[src/rtl/riscv_ctrl_fsm_pkg.sv]
// rtl/riscv_ctrl_fsm_pkg.sv - shared state, trap and decoder-select types for the control sequencer
package riscv_ctrl_fsm_pkg;

  localparam int CTRL_TIMEOUT_DEFAULT = 255;

  localparam int WB_SEL_W  = 2;
  localparam int PC_SEL_W  = 2;
  localparam int STATE_W   = 3;

  typedef enum logic [STATE_W-1:0] {
    FETCH  = 3'd0,
    DECODE = 3'd1,
    EXEC   = 3'd2,
    MEM    = 3'd3,
    WB     = 3'd4,
    TRAP   = 3'd5
  } ctrl_state_e;

  typedef enum logic [1:0] {
    TRAP_NONE        = 2'd0,
    TRAP_ILLEGAL     = 2'd1,
    TRAP_MISALIGN    = 2'd2,
    TRAP_BUS_TIMEOUT = 2'd3
  } trap_cause_e;

  typedef enum logic [WB_SEL_W-1:0] {
    WB_ALU = 2'd0,
    WB_MEM = 2'd1,
    WB_PC4 = 2'd2
  } wb_sel_e;

  typedef enum logic [PC_SEL_W-1:0] {
    PC_PLUS4    = 2'd0,
    PC_ALU      = 2'd1,
    PC_B_TARGET = 2'd2
  } pc_sel_e;

  localparam logic RF_WRITE  = 1'b1;
  localparam logic MEM_WRITE = 1'b1;

endpackage

[src/rtl/riscv_ctrl_fsm_wait_timer.sv]
// rtl/riscv_ctrl_fsm_wait_timer.sv - ack wait counter shared by the fetch and data-access waits
module riscv_wait_timer
  import riscv_ctrl_fsm_pkg::*;
#(
  parameter int TIMEOUT_CYCLES = CTRL_TIMEOUT_DEFAULT
) (
  input  logic clk,
  input  logic rst_n,
  input  logic i_clr,
  input  logic i_en,
  output logic o_expired
);

  localparam int CW = $clog2(TIMEOUT_CYCLES + 1);
  localparam logic [CW-1:0] LIMIT = CW'(TIMEOUT_CYCLES - 1);

  logic [CW-1:0] r_count;

  always_ff @(posedge clk or negedge rst_n) begin
    if (!rst_n) begin
      r_count <= '0;
    end else if (i_clr) begin
      r_count <= '0;
    end else if (i_en) begin
      r_count <= r_count + CW'(1);
    end
  end

  assign o_expired = (r_count == LIMIT);

endmodule

[src/rtl/riscv_ctrl_fsm.sv]
// rtl/riscv_ctrl_fsm.sv - multi-cycle FETCH/DECODE/EXEC/MEM/WB sequencer owning PC, IR and instret
module riscv_ctrl_fsm
  import riscv_ctrl_fsm_pkg::*;
#(
  parameter int                     WORD_LENGTH    = 32,
  parameter logic [WORD_LENGTH-1:0] RESET_PC       = '0,
  parameter int                     TIMEOUT_CYCLES = CTRL_TIMEOUT_DEFAULT
) (
  input  logic                   clk,
  input  logic                   rst_n,
  output logic                   imem_req_o,
  output logic [WORD_LENGTH-1:0] imem_addr_o,
  input  logic                   imem_ack_i,
  input  logic [WORD_LENGTH-1:0] imem_rdata_i,
  output logic [WORD_LENGTH-1:0] ir_o,
  input  logic                   dec_valid_i,
  input  logic [WB_SEL_W-1:0]    wb_sel_i,
  input  logic                   rf_wen_i,
  input  logic                   mem_wen_i,
  input  logic [PC_SEL_W-1:0]    pc_sel_i,
  input  logic [WORD_LENGTH-1:0] alu_result_i,
  input  logic                   br_taken_i,
  input  logic [WORD_LENGTH-1:0] br_target_i,
  output logic                   alu_lat_o,
  output logic                   dmem_req_o,
  output logic                   dmem_we_o,
  input  logic                   dmem_ack_i,
  output logic                   rf_we_o,
  output logic [WORD_LENGTH-1:0] pc_o,
  output logic [WORD_LENGTH-1:0] instret_o,
  output logic                   trap_o,
  output logic [1:0]             trap_cause_o,
  output logic [STATE_W-1:0]     state_o
);

  ctrl_state_e              r_state;
  ctrl_state_e              w_next_state;
  trap_cause_e              r_cause;
  trap_cause_e              w_next_cause;
  logic [WORD_LENGTH-1:0]   r_pc;
  logic [WORD_LENGTH-1:0]   r_ir;
  logic [WORD_LENGTH-1:0]   r_instret;
  logic [WORD_LENGTH-1:0]   w_pc_plus4;
  logic [WORD_LENGTH-1:0]   w_next_pc;
  logic                     w_timer_en;
  logic                     w_timer_clr;
  logic                     w_expired;

  riscv_wait_timer #(
    .TIMEOUT_CYCLES(TIMEOUT_CYCLES)
  ) u_wait_timer (
    .clk      (clk),
    .rst_n    (rst_n),
    .i_clr    (w_timer_clr),
    .i_en     (w_timer_en),
    .o_expired(w_expired)
  );

  always_comb begin
    w_pc_plus4 = r_pc + WORD_LENGTH'(4);
    w_next_pc  = w_pc_plus4;
    case (pc_sel_i)
      PC_ALU:      w_next_pc = alu_result_i;
      PC_B_TARGET: w_next_pc = br_taken_i ? br_target_i : w_pc_plus4;
      default:     w_next_pc = w_pc_plus4;
    endcase
  end

  // Ack in the expiry cycle takes priority over the timeout trap.
  always_comb begin
    w_next_state = r_state;
    w_next_cause = r_cause;
    w_timer_en   = 1'b0;
    case (r_state)
      FETCH: begin
        if (imem_ack_i) begin
          w_next_state = DECODE;
        end else if (w_expired) begin
          w_next_state = TRAP;
          w_next_cause = TRAP_BUS_TIMEOUT;
        end else begin
          w_timer_en = 1'b1;
        end
      end
      DECODE: begin
        if (!dec_valid_i) begin
          w_next_state = TRAP;
          w_next_cause = TRAP_ILLEGAL;
        end else begin
          w_next_state = EXEC;
        end
      end
      EXEC: begin
        if (mem_wen_i == MEM_WRITE || wb_sel_i == WB_MEM) begin
          w_next_state = MEM;
        end else begin
          w_next_state = WB;
        end
      end
      MEM: begin
        if (dmem_ack_i) begin
          w_next_state = WB;
        end else if (w_expired) begin
          w_next_state = TRAP;
          w_next_cause = TRAP_BUS_TIMEOUT;
        end else begin
          w_timer_en = 1'b1;
        end
      end
      WB: begin
        if (w_next_pc[1:0] != 2'b00) begin
          w_next_state = TRAP;
          w_next_cause = TRAP_MISALIGN;
        end else begin
          w_next_state = FETCH;
        end
      end
      TRAP:    w_next_state = TRAP;
      default: w_next_state = FETCH;
    endcase
  end

  assign w_timer_clr = (w_next_state != r_state);

  always_ff @(posedge clk or negedge rst_n) begin
    if (!rst_n) begin
      r_state   <= FETCH;
      r_cause   <= TRAP_NONE;
      r_pc      <= RESET_PC;
      r_ir      <= '0;
      r_instret <= '0;
    end else begin
      r_state <= w_next_state;
      r_cause <= w_next_cause;
      if (r_state == FETCH && imem_ack_i) begin
        r_ir <= imem_rdata_i;
      end
      if (r_state == WB && w_next_state == FETCH) begin
        r_pc      <= w_next_pc;
        r_instret <= r_instret + WORD_LENGTH'(1);
      end
    end
  end

  // Requests are qualified by rst_n so an access is dropped the moment reset asserts.
  assign imem_req_o   = rst_n && (r_state == FETCH);
  assign imem_addr_o  = r_pc;
  assign dmem_req_o   = rst_n && (r_state == MEM);
  assign dmem_we_o    = rst_n && (r_state == MEM) && (mem_wen_i == MEM_WRITE);
  assign alu_lat_o    = (r_state == EXEC);
  assign rf_we_o      = (r_state == WB) && (rf_wen_i == RF_WRITE);
  assign ir_o         = r_ir;
  assign pc_o         = r_pc;
  assign instret_o    = r_instret;
  assign trap_o       = (r_state == TRAP);
  assign trap_cause_o = r_cause;
  assign state_o      = r_state;

endmodule

[config.mk]
export PLATFORM = sky130hd
export DESIGN_NAME = riscv_ctrl_fsm
export DESIGN_NICKNAME = d
export VERILOG_FILES = /design/src/rtl/riscv_ctrl_fsm_pkg.sv /design/src/rtl/riscv_ctrl_fsm_wait_timer.sv /design/src/rtl/riscv_ctrl_fsm.sv
export SDC_FILE = /design/constraint.sdc
export NUM_CORES = 1
export LEC_CHECK = 0
export ABC_AREA = 1
export CAP_MARGIN = 10
export CELL_PAD_IN_SITES_DETAIL_PLACEMENT = 1
export CELL_PAD_IN_SITES_GLOBAL_PLACEMENT = 1
export CORE_MARGIN = 2
export CORE_UTILIZATION = 35
export CTS_BUF_LIST = sky130_fd_sc_hd__clkbuf_4 sky130_fd_sc_hd__clkbuf_8
export DETAILED_ROUTE_END_ITERATION = 6
export PLACE_DENSITY = 0.86
export SYNTH_ARGS = -nofsm -noshare
export SYNTH_HDL_FRONTEND = slang
export SYNTH_HIERARCHICAL = 1
export SYNTH_SLANG_ARGS = --single-unit
[constraint.sdc]
create_clock -name clk -period 4.7 [get_ports clk]
set_input_delay 0.94 -clock clk [delete_from_list [all_inputs] [get_ports clk]]
set_output_delay 0.94 -clock clk [all_outputs]
set_load 0.03 [all_outputs]
* Yosys cells after proc, flatten, opt, wreduce, memory -nomap -nowiden *
Cells that the tools add are included.

storage, ports and cells
  register bits after elaboration = 109
  latch bits = 0
  memory bits (writable) = 0
  bits in read-only memories = 0
  input port bits = 108
  output and inout bits = 139
  logic and storage cells = 57
  memories kept = 0

cells by class
  $add $sub $neg = 3
  $mul = 0
  divide/modulo/power cells = 0
  magnitude comparators = 0
  equality and inequality tests = 14
  shifts and indexed selects = 0
  multiplexer cells = 21
  bitwise operators = 0
  reductions and logical operators = 13

operators with widths
  kind                     count
  $pmux W32 S2             1
  $add A32 B1 Y32 const B  1
  $add A32 B3 Y32 const B  1
  $mux W32                 1
  $mux W3                  6
  $pmux W3 S6              1
  $mux W8                  2
  $mux W2                  5
  $add A8 B1 Y8 const B    1
  $eq A8 B8 Y1 const B     1
  $ne A2 B2 Y1 const B     4
  $pmux W2 S4              1
  $eq A3 B2 Y1 const B     2
  $eq A3 B3 Y1 const B     2
  $logic_and A1 B1 Y1      6
  $logic_not A3 Y1         2
  $reduce_and A5 Y1        1
  $eq A2 B1 Y1 const B     2
  $reduce_bool A2 Y1       2
  $reduce_bool A4 Y1       1
  $eq A3 B1 Y1 const B     1
  $mux W1                  3
  $ne A3 B3 Y1             1
  $eq A2 B2 Y1 const B     1
  other kinds (2)          2

* Longest topological paths before layout *
  depth in word-level cells = 8
  gate-level depth with buffers = 18
  gate-level depth less buffers = 17

* Modules after synthesis *
The synthesis kept the hierarchy.

by module, submodules not included
  module            instances  cells an instance  area each (µm²)
  riscv_ctrl_fsm    1          1,020              6,710.2
  riscv_wait_timer  1          59                 466.7

* Worst setup path after synthesis *
Ideal clock, no wire load.

  path type = input-to-reg
  start = input port pc_sel_i[0]
  end = register u_wait_timer.r_count[5]
  arrival time = 2.563 ns
  data required time = 4.583 ns
  path slack = 2.020 ns
  cell stages on the path = 17
  buffers on the path = 1
  cell sequence = inv_1 -> ha_1 -> buf_2 -> a21oi_1 -> nand2_1 -> nand2_1 -> nand2_1 -> nand2_1 -> nand3_1 -> nand2_1 -> nand2_1 -> nand3_1 -> nor2_4 -> nor2_4 -> nand3_2 -> nor2_1 -> nor2_1

on the way
  word-level cells in the longest chain between the ends = 7
  elaborated cells between the ends (all ways) = 9

RTL lines
  element                                        line                             RTL
  start: declaration                             riscv_ctrl_fsm.sv:20             input logic [PC_SEL_W-1:0] pc_sel_i,
  $eq A2 B2 Y1 or $eq A2 B1 Y1 (tied branches)   riscv_ctrl_fsm.sv:62             case (pc_sel_i)
  $pmux W32 S2 *                                 riscv_ctrl_fsm.sv:62
  $reduce_bool A2 Y1 *                           riscv_ctrl_fsm.sv:111            if (w_next_pc[1:0] != 2'b00) begin
  $mux W3 *                                      riscv_ctrl_fsm.sv:111
  $pmux W3 S6 *                                  riscv_ctrl_fsm.sv:74             case (r_state)
  net w_next_state[0]                            riscv_ctrl_fsm.sv:37             ctrl_state_e w_next_state;
  $ne A3 B3 Y1 *                                 riscv_ctrl_fsm.sv:123            assign w_timer_clr = (w_next_state != r_state);
  net w_timer_clr                                riscv_ctrl_fsm.sv:46             logic w_timer_clr;
  $mux W8 or $reduce_bool A2 Y1 (tied branches)  -
  end signal: assignment                         riscv_ctrl_fsm_wait_timer.sv:25  r_count <= r_count + CW'(1);
  end: declaration                               riscv_ctrl_fsm_wait_timer.sv:17  logic [CW-1:0] r_count;

Mark *: on every way through the listed nets, which the timed path passes. The rest lies on a longest branch.
A chain may end at the register's enable or synchronous reset.

* Worst setup path after layout *
  start = input port mem_wen_i
  end = output port dmem_we_o

on the way
  word-level cells in the longest chain between the ends = 1

RTL lines
  element              line                   RTL
  start: declaration   riscv_ctrl_fsm.sv:19   input logic mem_wen_i,
  $logic_and A1 B1 Y1  riscv_ctrl_fsm.sv:149  assign dmem_we_o = rst_n && (r_state == MEM) && (mem_wen_i == MEM_WRITE);
  end: declaration     riscv_ctrl_fsm.sv:26   output logic dmem_we_o,

Every way passes these cells.

==> flow_summary_export.csv <==
group,metric,value,unit
synth,synth_cell_types,37,
cts,root_buffer,"clkbuf_8",
synth,synth_cells,1079,
final_layout,utilization,48.8,%
route,ant_nets,0,
timing,holdWs,494,ps
cts,cts_tree,"yes",
placed_design,hpwl,20300,um
setup_path,slowest_stage,"clkdlybuf4s50_1",
pwr,pwr-share-seq,53.6,%
setup_path,rrSetupSlack,1880,ps
pwr,power.share.combinational,12.8,%
route,drt-vias-per-instance,5.03,
final_layout,synthToLayoutAreaGrowth,37.2,%
synth,synth_seq_cells,109,
floorplan,fp.dieArea,21700,sq um
setup_path,cp.buffers_inverters,3,
route,vias,7827,
synth,yosysMostFrequentCell,"nand2_1",
timing,drv_slew,0,
timing,clock_skew,17.4,ps
synth,syn_avg_cell_area,6.65,sq um
timing,worst_pin_slew,974,ps
floorplan,initial_core_util,35.6,%
setup_path,path_depth,4,
cts,cts.sinks,109,
timing,setup_viol,0,
outcome,outcome,"finished clean",
route,drc_errors,0,
synth,yosys.area.top_type,"dfrtp_1",
final_layout,register_area,2730,sq um
cts,clk_pin_slew_worst_paths,110,ps
setup_path,cpMostUsedCell,"clkdlybuf4s50_1",
final_layout,design_area,9840,sq um
final_layout,drive_gt1_share,4.74,%
cts,clkLatencyLatePin,400,ps
route,drtIter0Drc,239,
setup_path,r2r-start,"state_o[0]$_DFF_PN0_",
global_routing,grt_pass1_wl,42600,um
synth,ys_warn_count,6,
route,wire_per_inst,17.0,um
synth,netlist_top_cells_area,"dfrtp_1 38%, nand2_1 22%, nor2_1 6.4%",
synth,yosysSeqAreaShare,38.0,%
global_routing,globalRouteOverflowTotal,0,
placed_design,dp_slack,1130,ps
cts,cts_buffer_depth,2,
floorplan,die_x,147,um
worst_hold_path,hold_class,"reg -> reg",
timing,finalHoldViolCount,0,
pwr,intPower,1.26,mW
setup_path,cp.arrival,2380,ps
setup_path,critPathMaxFanout,3,
setup_path,r2r-end,"u_wait_timer/r_count[7]$_DFFE_PN0P_",
placed_design,numPortBuffers,246,
run,maxCapViolCount,0,
synth,syn_area,7180,sq um
cts,ctsHoldBuffers,0,
pwr,p_sw,0.493,mW
floorplan,io_pins,247,
final_layout,fin_nets,1395,
pwr,irDropWorstVdd,120,uV
timing,maxSlewHeadroom,35.0,%
timing,worst_slack,1380,ps
cts,htree_levels,3,
timing,period_minus_slack,3320,ps
global_routing,globalRouteTotalUtil,24.5,%
synth,synthTopCellsByCount,"419 x nand2_1, 122 x nor2_1, 109 x dfrtp_1, 90 x inv_1, 65 x nand3_1",
final_layout,multiInputGateArea,3700,sq um
placed_design,place_area,9650,sq um
synth,synth-edff-count,0,
setup_path,reg2reg_depth,16,
floorplan,rows,52,
setup_path,required,3760,ps
setup_path,critPathLaunchType,"primary input",
timing,grt_setup_unrepaired,"no",
final_layout,fill_cells,2642,
synth,synth_top_area_share,38.0,%
global_routing,grt_antenna_before_repair,3,
setup_path,cp_top_family,"buffers and inverters",
pwr,sw_frac_of_total,28.2,%
synth,async_reset_ff_share,100,%
floorplan,die_h,147,um
global_routing,grt_start_max_net_pins,63,
cts,cts-buffers-inserted,9,
setup_path,path_cells,"clkdlybuf4s50_1 -> inv_1 -> nor3_1 -> clkdlybuf4s50_1",
setup_path,worst_path_largest_cell_delay,720,ps
placed_design,gp_congestion,0.877,
setup_path,end_kind,"output pin",
setup_path,critPathCapture,"dmem_we_o",
route,dr.pass1.iters,4,
pwr,power.density,178,nW/um^2
pwr,p_leak,4.54,nW
setup_path,crit_start,"mem_wen_i",
pwr,p_clk_share,33.6,%
floorplan,core_area,20200,sq um
synth,syn_nets,1193,
setup_path,path_class,"in -> out",
timing,fin_setup_tns,0,ps
cts,post-cts-setup-buffers,0,
timing,period_share,70.7,%
synth,synth_flop_cell,"dfrtp_1",
route,wl,26500,um
cts,cts_resized,0,
timing,fmax,0.301,GHz
global_routing,grt_pass1_vias,8151,
registers in the layout (all words and copies together) (netlist names):
name and count:
instret_o 32, ir_o 32, u_wait_timer/r_count 8, trap_cause_o 2, imem_addr_o 32, state_o 3
layer usage:
layer  vias to the layer above  wire [um]  track usage [%]
li1                       3769          -                -
met1                      3801      11200             29.9
met2                       222      12800             42.4
met3                        31       2030             6.96
met4                         4        413             6.63
met5                         -         27                0
logic make-up (layout without fill, tap and decap cells):
kind of cell,after synthesis,after routing,synth area share (%)
adders and majority gates,6,6,1.05
DFF,109,109,38.0
other,0,1,0
xor gates and xnor gates,29,29,3.54
and+or+nand+nor,662,662,38.2
AOI/OAI and AO/OA,113,113,8.70
buffers and inverters,160,367,10.5
how the worst min path moves through the flow:
stage | start | to | slack [ps] | cells past startpoint
floorplan | u_wait_timer/r_count[4]$_DFFE_PN0P_ | u_wait_timer/r_count[4]$_DFFE_PN0P_ | 500 | 2
global placement | ir_o[3]$_DFFE_PN0P_ | ir_o[3]$_DFFE_PN0P_ | 460 | 2
detailed placement | ir_o[4]$_DFFE_PN0P_ | ir_o[4]$_DFFE_PN0P_ | 470 | 2
CTS | ir_o[4]$_DFFE_PN0P_ | ir_o[4]$_DFFE_PN0P_ | 500 | 2
global route | ir_o[4]$_DFFE_PN0P_ | ir_o[4]$_DFFE_PN0P_ | 520 | 2
finish | ir_o[10]$_DFFE_PN0P_ | ir_o[10]$_DFFE_PN0P_ | 490 | 2
metrics by stage:
| step | total power [mW] | instances |
|---|---|---|
| finish | 1.75 | 1557 |
| global route | 1.82 | 1556 |
| CTS | 1.78 | 1556 |
| detailed placement | 1.18 | 1540 |
| global placement | 1.18 | 1540 |
| floorplan | 1.04 | 1079 |
power groups by stage:
stage / combinational [mW] / clock [mW] / sequential, mW
2_1_floorplan: 0.0833 / 0 / 0.956
3_3_place_gp: 0.220 / 0 / 0.956
3_5_place_dp: 0.225 / 0 / 0.956
4_1_cts: 0.226 / 0.612 / 0.937
5_1_grt: 0.247 / 0.640 / 0.938
6_report: 0.224 / 0.587 / 0.937
worst reg2reg max path, cell delays in order (launching register included):
cell and delay, ps:
dfrtp_1 500, inv_1 130, nand2_1 170, nor2_1 100, nand2_2 560, nand2_1 110, a21oi_1 220, nand3_1 120
nand2_1 70, nand2_1 50, nand3_1 140, nor2_4 80, nor2_4 180, nand3_1 120, nand2_1 80, inv_1 40
nor2_1 90
layout make-up:
type,count,share of cell area (%)
flip-flops and latches,109,27.7
clock buffers,9,1.26
clock inverters,7,0.648
diodes,1,0.0254
inverters,96,3.67
well taps,270,3.43
multi-input cells,810,37.6
repair buffers,255,25.7
placed cells by master, fill, tap and decap left out, drive strengths merged:
cell	Yosys	final
a21boi	1	1
a21oi	47	47
a22oi	1	1
a31oi	1	1
a32o	5	5
buf	50	10
clkbuf	14	9
clkdlybuf4s50	0	245
clkinv	1	4
dfrtp	109	109
diode	0	1
ha	6	6
inv	95	99
nand2	429	429
nand3	68	68
nand3b	1	1
nand4	10	10
nor2	136	136
nor3	17	17
o211ai	3	3
o21a	1	1
o21ai	48	48
o21bai	2	2
o22ai	1	1
o31ai	3	3
or2	1	1
xnor2	7	7
xor2	22	22
Note: power is estimated with default switching activity, not from simulation.
